`src/rtl/mtc_slot_scheduler.sv`:
```
// mtc_slot_scheduler: buffers N_IN candidate MTC lanes in small FIFOs and
// drains up to N_OUT of them per clock onto the output slots, round-robin.
// Packets that arrive at a full, un-popped lane are dropped and counted.
module mtc_slot_scheduler #(
   parameter int MTC_WIDTH  = 16,
   parameter int N_IN       = 3,
   parameter int N_OUT      = 2,
   parameter int FIFO_DEPTH = 4,
   parameter int CNT_WIDTH  = 16
) (
   input  logic                 clk,
   input  logic                 rst,
   input  logic                 srst,
   input  logic [MTC_WIDTH-1:0] mtc_in     [N_IN],
   output logic [MTC_WIDTH-1:0] mtc_out    [N_OUT],
   output logic [N_IN-1:0]      lane_full,
   output logic [CNT_WIDTH-1:0] drop_count
);

   localparam int AW = $clog2(FIFO_DEPTH);
   localparam int CW = AW + 1;
   localparam int PW = (N_IN > 1) ? $clog2(N_IN) : 1;
   localparam int DW = $clog2(N_IN + 1);

   logic                 clear;
   logic [MTC_WIDTH-1:0] mem        [N_IN][FIFO_DEPTH];
   logic [AW-1:0]        rd_ptr     [N_IN];
   logic [AW-1:0]        wr_ptr     [N_IN];
   logic [CW-1:0]        count      [N_IN];
   logic [CW-1:0]        count_next [N_IN];
   logic [PW-1:0]        rr_ptr;
   logic [PW-1:0]        rr_next;
   logic [N_IN-1:0]      grant;
   logic [N_IN-1:0]      push_ok;
   logic [N_IN-1:0]      drop;
   logic [MTC_WIDTH-1:0] slot_data  [N_OUT];
   logic [DW-1:0]        n_drop;
   logic [CNT_WIDTH:0]   drop_sum;
   int                   n_grant;
   int                   scan_idx;

   assign clear = rst | srst;

   // Round-robin scan from rr_ptr over pre-push occupancy; the k-th granted lane's head feeds slot k
   always_comb begin
      grant    = '0;
      rr_next  = rr_ptr;
      n_grant  = 0;
      scan_idx = 0;
      for (int s = 0; s < N_OUT; s++) begin
         slot_data[s] = '0;
      end
      for (int k = 0; k < N_IN; k++) begin
         scan_idx = int'(rr_ptr) + k;
         if (scan_idx >= N_IN) begin
            scan_idx = scan_idx - N_IN;
         end
         for (int i = 0; i < N_IN; i++) begin
            if (i == scan_idx && count[i] != '0 && n_grant < N_OUT) begin
               grant[i] = 1'b1;
               for (int s = 0; s < N_OUT; s++) begin
                  if (s == n_grant) begin
                     slot_data[s] = mem[i][rd_ptr[i]];
                  end
               end
               n_grant = n_grant + 1;
               rr_next = (i == N_IN - 1) ? '0 : PW'(i + 1);
            end
         end
      end
   end

   // A valid word is accepted when its lane has room or is being popped this cycle; otherwise it is a drop
   always_comb begin
      push_ok = '0;
      drop    = '0;
      n_drop  = '0;
      for (int i = 0; i < N_IN; i++) begin
         push_ok[i]    = mtc_in[i][MTC_WIDTH-1] && ((count[i] != CW'(FIFO_DEPTH)) || grant[i]);
         drop[i]       = mtc_in[i][MTC_WIDTH-1] && !push_ok[i];
         count_next[i] = count[i] + CW'(push_ok[i]) - CW'(grant[i]);
         n_drop        = n_drop + DW'(drop[i]);
      end
      drop_sum = {1'b0, drop_count} + (CNT_WIDTH + 1)'(n_drop);
   end

   // Control state: pointers, occupancy, full flags, saturating drop counter and registered output slots
   always_ff @(posedge clk) begin
      if (clear) begin
         rr_ptr     <= '0;
         drop_count <= '0;
         lane_full  <= '0;
         for (int i = 0; i < N_IN; i++) begin
            rd_ptr[i] <= '0;
            wr_ptr[i] <= '0;
            count[i]  <= '0;
         end
         for (int s = 0; s < N_OUT; s++) begin
            mtc_out[s] <= '0;
         end
      end else begin
         rr_ptr     <= rr_next;
         drop_count <= (drop_sum > {1'b0, {CNT_WIDTH{1'b1}}}) ? {CNT_WIDTH{1'b1}}
                                                              : drop_sum[CNT_WIDTH-1:0];
         for (int i = 0; i < N_IN; i++) begin
            count[i]     <= count_next[i];
            lane_full[i] <= (count_next[i] == CW'(FIFO_DEPTH));
            if (push_ok[i]) begin
               wr_ptr[i] <= wr_ptr[i] + AW'(1);
            end
            if (grant[i]) begin
               rd_ptr[i] <= rd_ptr[i] + AW'(1);
            end
         end
         for (int s = 0; s < N_OUT; s++) begin
            mtc_out[s] <= slot_data[s];
         end
      end
   end

   // Lane storage; the head is read combinationally before this edge so a full lane can pop and push together
   always_ff @(posedge clk) begin
      for (int i = 0; i < N_IN; i++) begin
         if (!clear && push_ok[i]) begin
            mem[i][wr_ptr[i]] <= mtc_in[i];
         end
      end
   end

endmodule
```
`config.mk`:
```
export PLATFORM = sky130hd
export DESIGN_NAME = mtc_slot_scheduler
export DESIGN_NICKNAME = d
export VERILOG_FILES = /design/src/rtl/mtc_slot_scheduler.sv
export SDC_FILE = /design/constraint.sdc
export NUM_CORES = 1
export LEC_CHECK = 0
export CORE_MARGIN = 8
export CORE_UTILIZATION = 59
export CTS_CLUSTER_DIAMETER = 80
export DETAILED_ROUTE_END_ITERATION = 10
export GPL_TIMING_DRIVEN = 0
export HOLD_SLACK_MARGIN = 0.12
export PLACE_DENSITY = 0.81
export SYNTH_ARGS = -nofsm -noshare
export SYNTH_HDL_FRONTEND = slang
export SYNTH_SLANG_ARGS = --single-unit
```
`constraint.sdc`:
```
create_clock -name clk -period 21.4 [get_ports clk]
set_input_delay 4.28 -clock clk [delete_from_list [all_inputs] [get_ports clk]]
set_output_delay 4.28 -clock clk [all_outputs]
set_load 0.02 [all_outputs]
```
==> results of run 1 <==
power groups by stage:
stage                     registers, mW  logic [mW]  clock network, mW
after floorplan                   0.664       0.592                  0
after detailed placement          0.642       0.849                  0
after global routing              0.638       0.930              0.509
after global placement            0.641       0.834                  0
after CTS                         0.633       0.862              0.488
final                             0.633       0.867              0.483
cell type report:
| cell class | instances | area, um^2 |
|---|---|---|
| sequential | 266 | 7370 |
| fill | 1278 | 5810 |
| multi-input combinational | 442 | 4090 |
| timing repair buffer | 101 | 1010 |
| clock buffer | 33 | 741 |
| tap | 270 | 338 |
| buffer | 36 | 239 |
| clock inverter | 19 | 191 |
| inverter | 48 | 189 |
cell usage in the layout, fill, tap and decap left out, drive strengths merged, types with 4 or more instances in the layout:
master / synthesis / routed
edfxtp: 204 / 204
clkdlybuf4s50: 0 / 101
dfxtp: 62 / 62
clkbuf: 16 / 49
mux4: 48 / 48
inv: 47 / 48
nand2: 47 / 47
nor2: 46 / 46
ha: 38 / 38
a22oi: 29 / 29
o22ai: 28 / 28
a21oi: 26 / 26
buf: 20 / 20
and2: 18 / 18
xnor2: 17 / 17
nor3: 14 / 14
clkinv: 1 / 13
o21ai: 10 / 10
xor2: 9 / 9
o31ai: 9 / 9
nand3: 7 / 7
or3: 6 / 6
and3: 6 / 6
o31a: 6 / 6
nand2b: 5 / 5
nor2b: 5 / 5
o211ai: 5 / 5
fa: 5 / 5
nand4: 4 / 4
a211oi: 4 / 4
a31oi: 4 / 4
path summary, 6_finish.rpt:
kind | from | to | cells after the start
setup / recovery | rr_ptr[0]$_SDFFE_PP0P_ | drop_count[5]$_SDFF_PN0_ | 38
hold / removal | drop_count[12]$_SDFF_PN0_ | drop_count[12]$_SDFF_PN0_ | 2
setup reg to reg | rr_ptr[0]$_SDFFE_PP0P_ | drop_count[5]$_SDFF_PN0_ | 38
hold reg to reg | drop_count[12]$_SDFF_PN0_ | drop_count[12]$_SDFF_PN0_ | 2
registers in the layout, summed over array words and instances, names as in the netlist:
register,cells
wr_ptr,6
mtc_out,32
count,9
mem,192
rr_ptr,2
lane_full,3
rd_ptr,6
drop_count,16
worst reg2reg max path: cells and delay by family, from the launching register on:
kind / cells / cell delay, ns
adder cells (fa/ha/maj): 10 / 3.38
AO/OA/AOI/OAI: 4 / 0.62
XOR/XNOR: 1 / 0.23
AND/OR/NAND/NOR: 16 / 3.85
buffers and inverters: 7 / 0.80
flip-flops: 1 / 0.38
metal layers:
metal / vias up / global-route usage (%)
met3: 57 / 3.58
met4: 0 / 8.93
met2: 333 / 35.7
met1: 3590 / 28.1
li1: 3313 / -
met5: - / 0
kinds of logic after synthesis:
logic type,share of synthesized area (%)
AOI/OAI and AO/OA,9.88
xor gates and xnor gates,2.63
adders and majority gates,4.96
buffers and inverters,3.60
DFF,62.0
muxes,9.35
and+or+nand+nor,7.58
==> impl_metrics.prom, run 1 <==
# TYPE chip_impl_metric gauge
chip_impl_info{name="most_common_cell_in_the_synthesized_netlist",value="sky130_fd_sc_hd__edfxtp_1"} 1
chip_impl_metric{name="drc_errors",unit=""} 0
chip_impl_info{name="synthTopCellsByCount",value="sky130_fd_sc_hd__edfxtp_1, sky130_fd_sc_hd__dfxtp_1, sky130_fd_sc_hd__mux4_2, sky130_fd_sc_hd__nand2_1, sky130_fd_sc_hd__inv_1"} 1
chip_impl_metric{name="drt_iter0_markers",unit=""} 677
chip_impl_metric{name="power.share.combinational",unit="%"} 43.7
chip_impl_metric{name="layout.cell_area.non_filler",unit="um^2"} 14200
chip_impl_metric{name="design_power_total",unit="mW"} 1.98
chip_impl_metric{name="power_frac_seq",unit="%"} 31.9
chip_impl_metric{name="power.share.clock",unit="%"} 24.3
chip_impl_info{name="rsz_0062_raised_after_global_routing",value="false"} 1
chip_impl_metric{name="placement.cell_area",unit="um^2"} 13200
chip_impl_metric{name="detail_route.wl_per_cell",unit="um"} 22.0
chip_impl_metric{name="power.ir.vdd_worst",unit="V"} 0.000113
chip_impl_metric{name="synthesis.nets",unit=""} 886
chip_impl_metric{name="initial_core_utilization",unit="%"} 59.5
chip_impl_metric{name="floorplan.die_area",unit="um^2"} 24900
chip_impl_metric{name="num_rows",unit=""} 52
chip_impl_metric{name="p_int",unit="mW"} 1.27
chip_impl_metric{name="setup_viol",unit=""} 0
chip_impl_metric{name="power.net_switching",unit="mW"} 0.718
chip_impl_metric{name="synth.cell_area",unit="um^2"} 11900
chip_impl_metric{name="wl_met2",unit="um"} 13100
chip_impl_info{name="critPathLaunchType",value="flop"} 1
chip_impl_info{name="top_layer_used",value="met4"} 1
chip_impl_metric{name="antennaDiodeCount",unit=""} 0
chip_impl_metric{name="top_level_ports",unit=""} 102
chip_impl_metric{name="yosysWarnings",unit=""} 0
chip_impl_metric{name="grt_first_pass_wirelength",unit="um"} 41000
chip_impl_info{name="netlist.top_cell.by_area",value="sky130_fd_sc_hd__edfxtp_1"} 1
chip_impl_metric{name="cts_num_sinks",unit=""} 266
chip_impl_metric{name="detail_route.first_pass.iterations",unit=""} 5
chip_impl_metric{name="relSlewSlack",unit="%"} 24.0
chip_impl_metric{name="cts-buffers-inserted",unit=""} 28
chip_impl_metric{name="post_cts.repair.setup_buffers",unit=""} 0
chip_impl_info{name="cts_tree",value="yes"} 1
chip_impl_metric{name="worst_ep_required_time",unit="ns"} 21.86
chip_impl_metric{name="crit_path_max_incr_delay",unit="ns"} 0.49
chip_impl_metric{name="portBuffers",unit=""} 101
chip_impl_metric{name="finalWeightedCongestion",unit=""} 0.924
chip_impl_info{name="ranking_of_synthesized_cells_by_area",value="sky130_fd_sc_hd__edfxtp_1, sky130_fd_sc_hd__dfxtp_1, sky130_fd_sc_hd__mux4_2"} 1
chip_impl_metric{name="post_layout_nonfiller_instances",unit=""} 1215
chip_impl_info{name="cpMaxStageDelayCell",value="sky130_fd_sc_hd__fa_1"} 1
chip_impl_metric{name="synthCells",unit=""} 792
chip_impl_metric{name="placement.setup.worst_slack",unit="ns"} 12.17
chip_impl_metric{name="ys_seq_elements",unit=""} 266
chip_impl_metric{name="dr_total_vias",unit=""} 7293
chip_impl_metric{name="clock_tree.buffer_depth",unit=""} 3
chip_impl_metric{name="first_global_vias",unit=""} 7379
chip_impl_metric{name="maximum_level_of_the_cts_h_tree",unit=""} 1
chip_impl_metric{name="final_max_slew_viol_count",unit=""} 0
chip_impl_info{name="path_common_cell",value="sky130_fd_sc_hd__ha_1"} 1
chip_impl_metric{name="fp.coreArea",unit="um^2"} 20000
chip_impl_metric{name="finalHoldViolations",unit=""} 0
chip_impl_metric{name="yosys.area.top_type_share",unit="%"} 51.6
chip_impl_metric{name="postLayoutCoreUtil",unit="%"} 70.9
chip_impl_metric{name="cellPowerDensity",unit="nW/um^2"} 140
chip_impl_info{name="path_delay_family",value="simple AND/OR/NAND/NOR gates"} 1
chip_impl_metric{name="async_flop_share",unit="%"} 0
chip_impl_metric{name="path_clk_slew",unit="ns"} 0.06
chip_impl_metric{name="arrival",unit="ns"} 9.80
chip_impl_metric{name="holdWs",unit="ns"} 0.543
chip_impl_metric{name="clk_latency",unit="ns"} 0.53
chip_impl_info{name="setup.worst_path.class",value="flop to flop"} 1
chip_impl_metric{name="antenna_left",unit=""} 0
chip_impl_metric{name="power.static_leakage",unit="nW"} 4.80
chip_impl_metric{name="wirelength",unit="um"} 26700
chip_impl_metric{name="critical_path_peak_fanout",unit=""} 10
chip_impl_metric{name="cts_resized",unit=""} 0
chip_impl_info{name="synth_ff_type",value="sky130_fd_sc_hd__edfxtp_1"} 1
chip_impl_metric{name="grt_max_degree",unit=""} 17
chip_impl_info{name="cts.root.buffer_cell",value="sky130_fd_sc_hd__clkbuf_16"} 1
chip_impl_metric{name="floorplan.die.width",unit="um"} 158
chip_impl_metric{name="drt-vias-per-instance",unit=""} 6.00
chip_impl_metric{name="synth.lib_cells_used.distinct",unit=""} 86
chip_impl_metric{name="dp_cells",unit=""} 1163
chip_impl_metric{name="nNetsFinal",unit=""} 1017
chip_impl_metric{name="cts-hold-fix-buffers",unit=""} 0
chip_impl_metric{name="final.setup.worst_slack",unit="ns"} 12.06
chip_impl_metric{name="layout-drive-gt1-share",unit="%"} 16.2
chip_impl_metric{name="synth_edf_count",unit=""} 204
chip_impl_metric{name="wl_met3",unit="um"} 2050
chip_impl_metric{name="fmax",unit="GHz"} 0.107
chip_impl_metric{name="detail_route.wirelength.met1",unit="um"} 10600
chip_impl_metric{name="groute.usage.overall",unit="%"} 21.6
chip_impl_info{name="run_status",value="complete, no violations"} 1
chip_impl_metric{name="ys_seq_area_share",unit="%"} 62.0
chip_impl_info{name="crit_path_end_kind",value="flop"} 1
chip_impl_metric{name="die-height",unit="um"} 158
chip_impl_metric{name="worst_slew_pin_slew",unit="ns"} 1.13
chip_impl_metric{name="clock-skew-final",unit="ns"} 0.0147
chip_impl_metric{name="period_needed",unit="ns"} 9.34
chip_impl_metric{name="antenna_violations_before_repair",unit=""} 0
chip_impl_metric{name="final.period_utilization",unit="%"} 43.6
chip_impl_metric{name="mean_syn_cell_area",unit="um^2"} 15.0
chip_impl_metric{name="power.share.switching",unit="%"} 36.2
chip_impl_metric{name="aggregate_global_routing_overflow",unit=""} 0
chip_impl_info{name="class_of_the_most_critical_hold_timing_path",value="flop to flop"} 1
chip_impl_metric{name="worst_reg2reg_setup_slack",unit="ns"} 12.06
chip_impl_metric{name="detailed_place_hpwl",unit="um"} 18600
chip_impl_metric{name="crit_buf_inv",unit=""} 7
chip_impl_metric{name="cap_viol_max_count",unit=""} 0
chip_impl_metric{name="flow.area_growth_from_synthesis",unit="%"} 19.2
chip_impl_metric{name="final.setup.tns",unit="ns"} 0
Note: power is estimated with default switching activity, not from simulation.
==> inputs of run 2 (changes only) <==
Settings changed: CORE_UTILIZATION 59 to 52, PLACE_DENSITY 0.81 to 0.76.
Clock period 21.4 ns to 8 ns, I/O delays scaled along.
==> impl_metrics.prom, run 2 (synthesized netlist as in run 1, its figures left out) <==
# TYPE chip_impl_metric gauge
chip_impl_metric{name="fill_cells",unit=""} 1621
chip_impl_info{name="critPathLaunchType",value="flop"} 1
chip_impl_metric{name="nNetsFinal",unit=""} 1025
chip_impl_metric{name="fp.coreArea",unit="um^2"} 22600
chip_impl_metric{name="flow.area_growth_from_synthesis",unit="%"} 20.0
chip_impl_metric{name="floorplan.die_area",unit="um^2"} 27900
chip_impl_metric{name="maximum_level_of_the_cts_h_tree",unit=""} 1
chip_impl_metric{name="layout-drive-gt1-share",unit="%"} 17.7
chip_impl_metric{name="fmax",unit="GHz"} 0.131
chip_impl_metric{name="finalWeightedCongestion",unit=""} 0.891
chip_impl_metric{name="wirelength",unit="um"} 27400
chip_impl_metric{name="portBuffers",unit=""} 101
chip_impl_metric{name="crit_buf_inv",unit=""} 6
chip_impl_metric{name="period_needed",unit="ns"} 7.65
chip_impl_metric{name="cts-buffers-inserted",unit=""} 27
chip_impl_metric{name="cts_num_sinks",unit=""} 266
chip_impl_info{name="crit_path_end_kind",value="flop"} 1
chip_impl_metric{name="detailed_place_hpwl",unit="um"} 19100
chip_impl_metric{name="first_global_vias",unit=""} 7307
chip_impl_metric{name="placement.setup.worst_slack",unit="ns"} -1.16
chip_impl_metric{name="num_rows",unit=""} 55
chip_impl_metric{name="clock_tree.buffer_depth",unit=""} 3
chip_impl_metric{name="largest_register_ff_count",unit=""} 192
chip_impl_metric{name="initial_core_utilization",unit="%"} 52.6
chip_impl_metric{name="antennaDiodeCount",unit=""} 0
chip_impl_metric{name="layout.cell_area.non_filler",unit="um^2"} 14300
chip_impl_metric{name="grt_max_degree",unit=""} 17
chip_impl_metric{name="power.ir.vdd_worst",unit="V"} 0.000218
chip_impl_metric{name="detail_route.wl_per_cell",unit="um"} 22.1
chip_impl_info{name="cts.root.buffer_cell",value="sky130_fd_sc_hd__clkbuf_16"} 1
chip_impl_metric{name="finalHoldViolations",unit=""} 0
chip_impl_metric{name="relSlewSlack",unit="%"} 28.9
chip_impl_metric{name="floorplan.die.width",unit="um"} 167
chip_impl_metric{name="antenna_violations_before_repair",unit=""} 0
chip_impl_metric{name="final.period_utilization",unit="%"} 95.6
chip_impl_metric{name="placement.cell_area",unit="um^2"} 13300
chip_impl_info{name="commonest_cells_after_routing_fill_and_taps_aside",value="sky130_fd_sc_hd__edfxtp_1, sky130_fd_sc_hd__clkdlybuf4s50_1, sky130_fd_sc_hd__dfxtp_1"} 1
chip_impl_metric{name="final.setup.tns",unit="ns"} 0
chip_impl_metric{name="setup_viol",unit=""} 0
chip_impl_info{name="setup.worst_path.class",value="flop to flop"} 1
chip_impl_metric{name="final_max_slew_viol_count",unit=""} 0
chip_impl_metric{name="drt_iter0_markers",unit=""} 735
chip_impl_metric{name="cts-hold-fix-buffers",unit=""} 0
chip_impl_metric{name="groute.usage.overall",unit="%"} 19.3
chip_impl_metric{name="worst_ep_required_time",unit="ns"} 8.45
chip_impl_info{name="class_of_the_most_critical_hold_timing_path",value="flop to flop"} 1
chip_impl_info{name="path_common_cell",value="sky130_fd_sc_hd__ha_1"} 1
chip_impl_metric{name="grt_first_pass_wirelength",unit="um"} 42100
chip_impl_metric{name="detail_route.first_pass.iterations",unit=""} 5
chip_impl_info{name="run_status",value="complete, no violations"} 1
chip_impl_metric{name="postLayoutCoreUtil",unit="%"} 63.2
chip_impl_metric{name="drc_errors",unit=""} 0
chip_impl_metric{name="clk_latency",unit="ns"} 0.54
chip_impl_metric{name="worst_slew_pin_slew",unit="ns"} 1.06
chip_impl_info{name="most_common_cell_after_layout_fill_and_taps_aside",value="sky130_fd_sc_hd__edfxtp_1"} 1
chip_impl_info{name="cts_tree",value="yes"} 1
chip_impl_metric{name="critical_path_peak_fanout",unit=""} 13
chip_impl_metric{name="aggregate_global_routing_overflow",unit=""} 0
chip_impl_metric{name="power.static_leakage",unit="nW"} 4.82
chip_impl_metric{name="final.setup.worst_slack",unit="ns"} 0.353
chip_impl_metric{name="die-height",unit="um"} 167
chip_impl_metric{name="antenna_left",unit=""} 0
chip_impl_metric{name="clock-skew-final",unit="ns"} 0.0166
chip_impl_metric{name="path_clk_slew",unit="ns"} 0.07
chip_impl_metric{name="crit_path_max_incr_delay",unit="ns"} 0.49
chip_impl_metric{name="cellPowerDensity",unit="nW/um^2"} 373
chip_impl_metric{name="dr_total_vias",unit=""} 7290
chip_impl_info{name="path_delay_family",value="adder cells"} 1
chip_impl_metric{name="drt-vias-per-instance",unit=""} 5.90
chip_impl_metric{name="top_level_ports",unit=""} 102
chip_impl_metric{name="cap_viol_max_count",unit=""} 0
chip_impl_metric{name="arrival",unit="ns"} 8.10
chip_impl_info{name="cpMaxStageDelayCell",value="sky130_fd_sc_hd__fa_1"} 1
[run 2: cell count changes in the layout (fill, tap and decap cells not counted), sizes merged]
cell	before	now
buf	20	30
bufinv	3	1
clkbuf	49	53
clkinv	13	9
clkinvlp	3	0
inv	48	49
[run 2: cell type report]
type / count / area (um^2) / area share (%)
Clock inverter: 11 / 78.8 / 0.553
Multi-Input combinational cell: 442 / 4220 / 29.6
Buffer: 35 / 235 / 1.65
Sequential cell: 266 / 7370 / 51.7
Timing Repair Buffer: 111 / 1090 / 7.61
Tap cell: 285 / 357 / 2.50
Clock buffer: 38 / 727 / 5.10
Inverter: 48 / 189 / 1.32
[run 2: final timing paths]
kind	from	end	slack [ns]	cells past startpoint
worst max-delay path	rr_ptr[0]$_SDFFE_PP0P_	drop_count[1]$_SDFF_PN0_	0.35	37
worst min-delay path	drop_count[12]$_SDFF_PN0_	drop_count[12]$_SDFF_PN0_	0.54	2
worst max register to register	rr_ptr[0]$_SDFFE_PP0P_	drop_count[1]$_SDFF_PN0_	0.35	37
worst min register to register	drop_count[12]$_SDFF_PN0_	drop_count[12]$_SDFF_PN0_	0.54	2
[run 2: layer usage]
| layer | global-route usage [%] | wire length, um | vias up |
|---|---|---|---|
| li1 | - | - | 3331 |
| met1 | 25.0 | 11300 | 3653 |
| met2 | 33.0 | 13700 | 259 |
| met3 | 3.48 | 1750 | 47 |
| met4 | 5.20 | 631 | 0 |
| met5 | 0 | 0 | - |
[run 2: what timing repair did]
action / in CTS / in global routing
setup endpoints to repair: 17 / 16
resized for setup: 12 / 12
pin swaps: 7 / 5
setup buffers: 5 / 5
[run 2: worst min-delay path: stages, from the launching register on]
cell                      delay (ns)
sky130_fd_sc_hd__dfxtp_1        0.33
sky130_fd_sc_hd__a21oi_1        0.12
sky130_fd_sc_hd__nor3_1         0.05
[run 2: stage by stage]
| stage | power, mW | hold slack (ns) | std cells |
|---|---|---|---|
| after detailed placement | 4.01 | 0.521 | 1178 |
| after CTS | 5.25 | 0.532 | 1232 |
| after global routing | 5.59 | 0.575 | 1236 |
| after global placement | 3.98 | 0.520 | 1178 |
| after floorplan | 3.36 | 0.591 | 792 |
| final | 5.33 | 0.542 | 1236 |
[run 2: report_power, final]
| group | leakage (nW) | internal (mW) | switching [mW] |
|---|---|---|---|
| combinational | 2.06 | 1.07 | 1.38 |
| sequential | 2.37 | 1.63 | 0.0738 |
| clock | 0.390 | 0.663 | 0.499 |
==> inputs of run 3 (changes only) <==
Settings changed: HOLD_SLACK_MARGIN 0.12 to 0.08, SLEW_MARGIN set to 20.
==> results of run 3 <==
The final DEF is identical to that of run 2; final timing and power are the same.
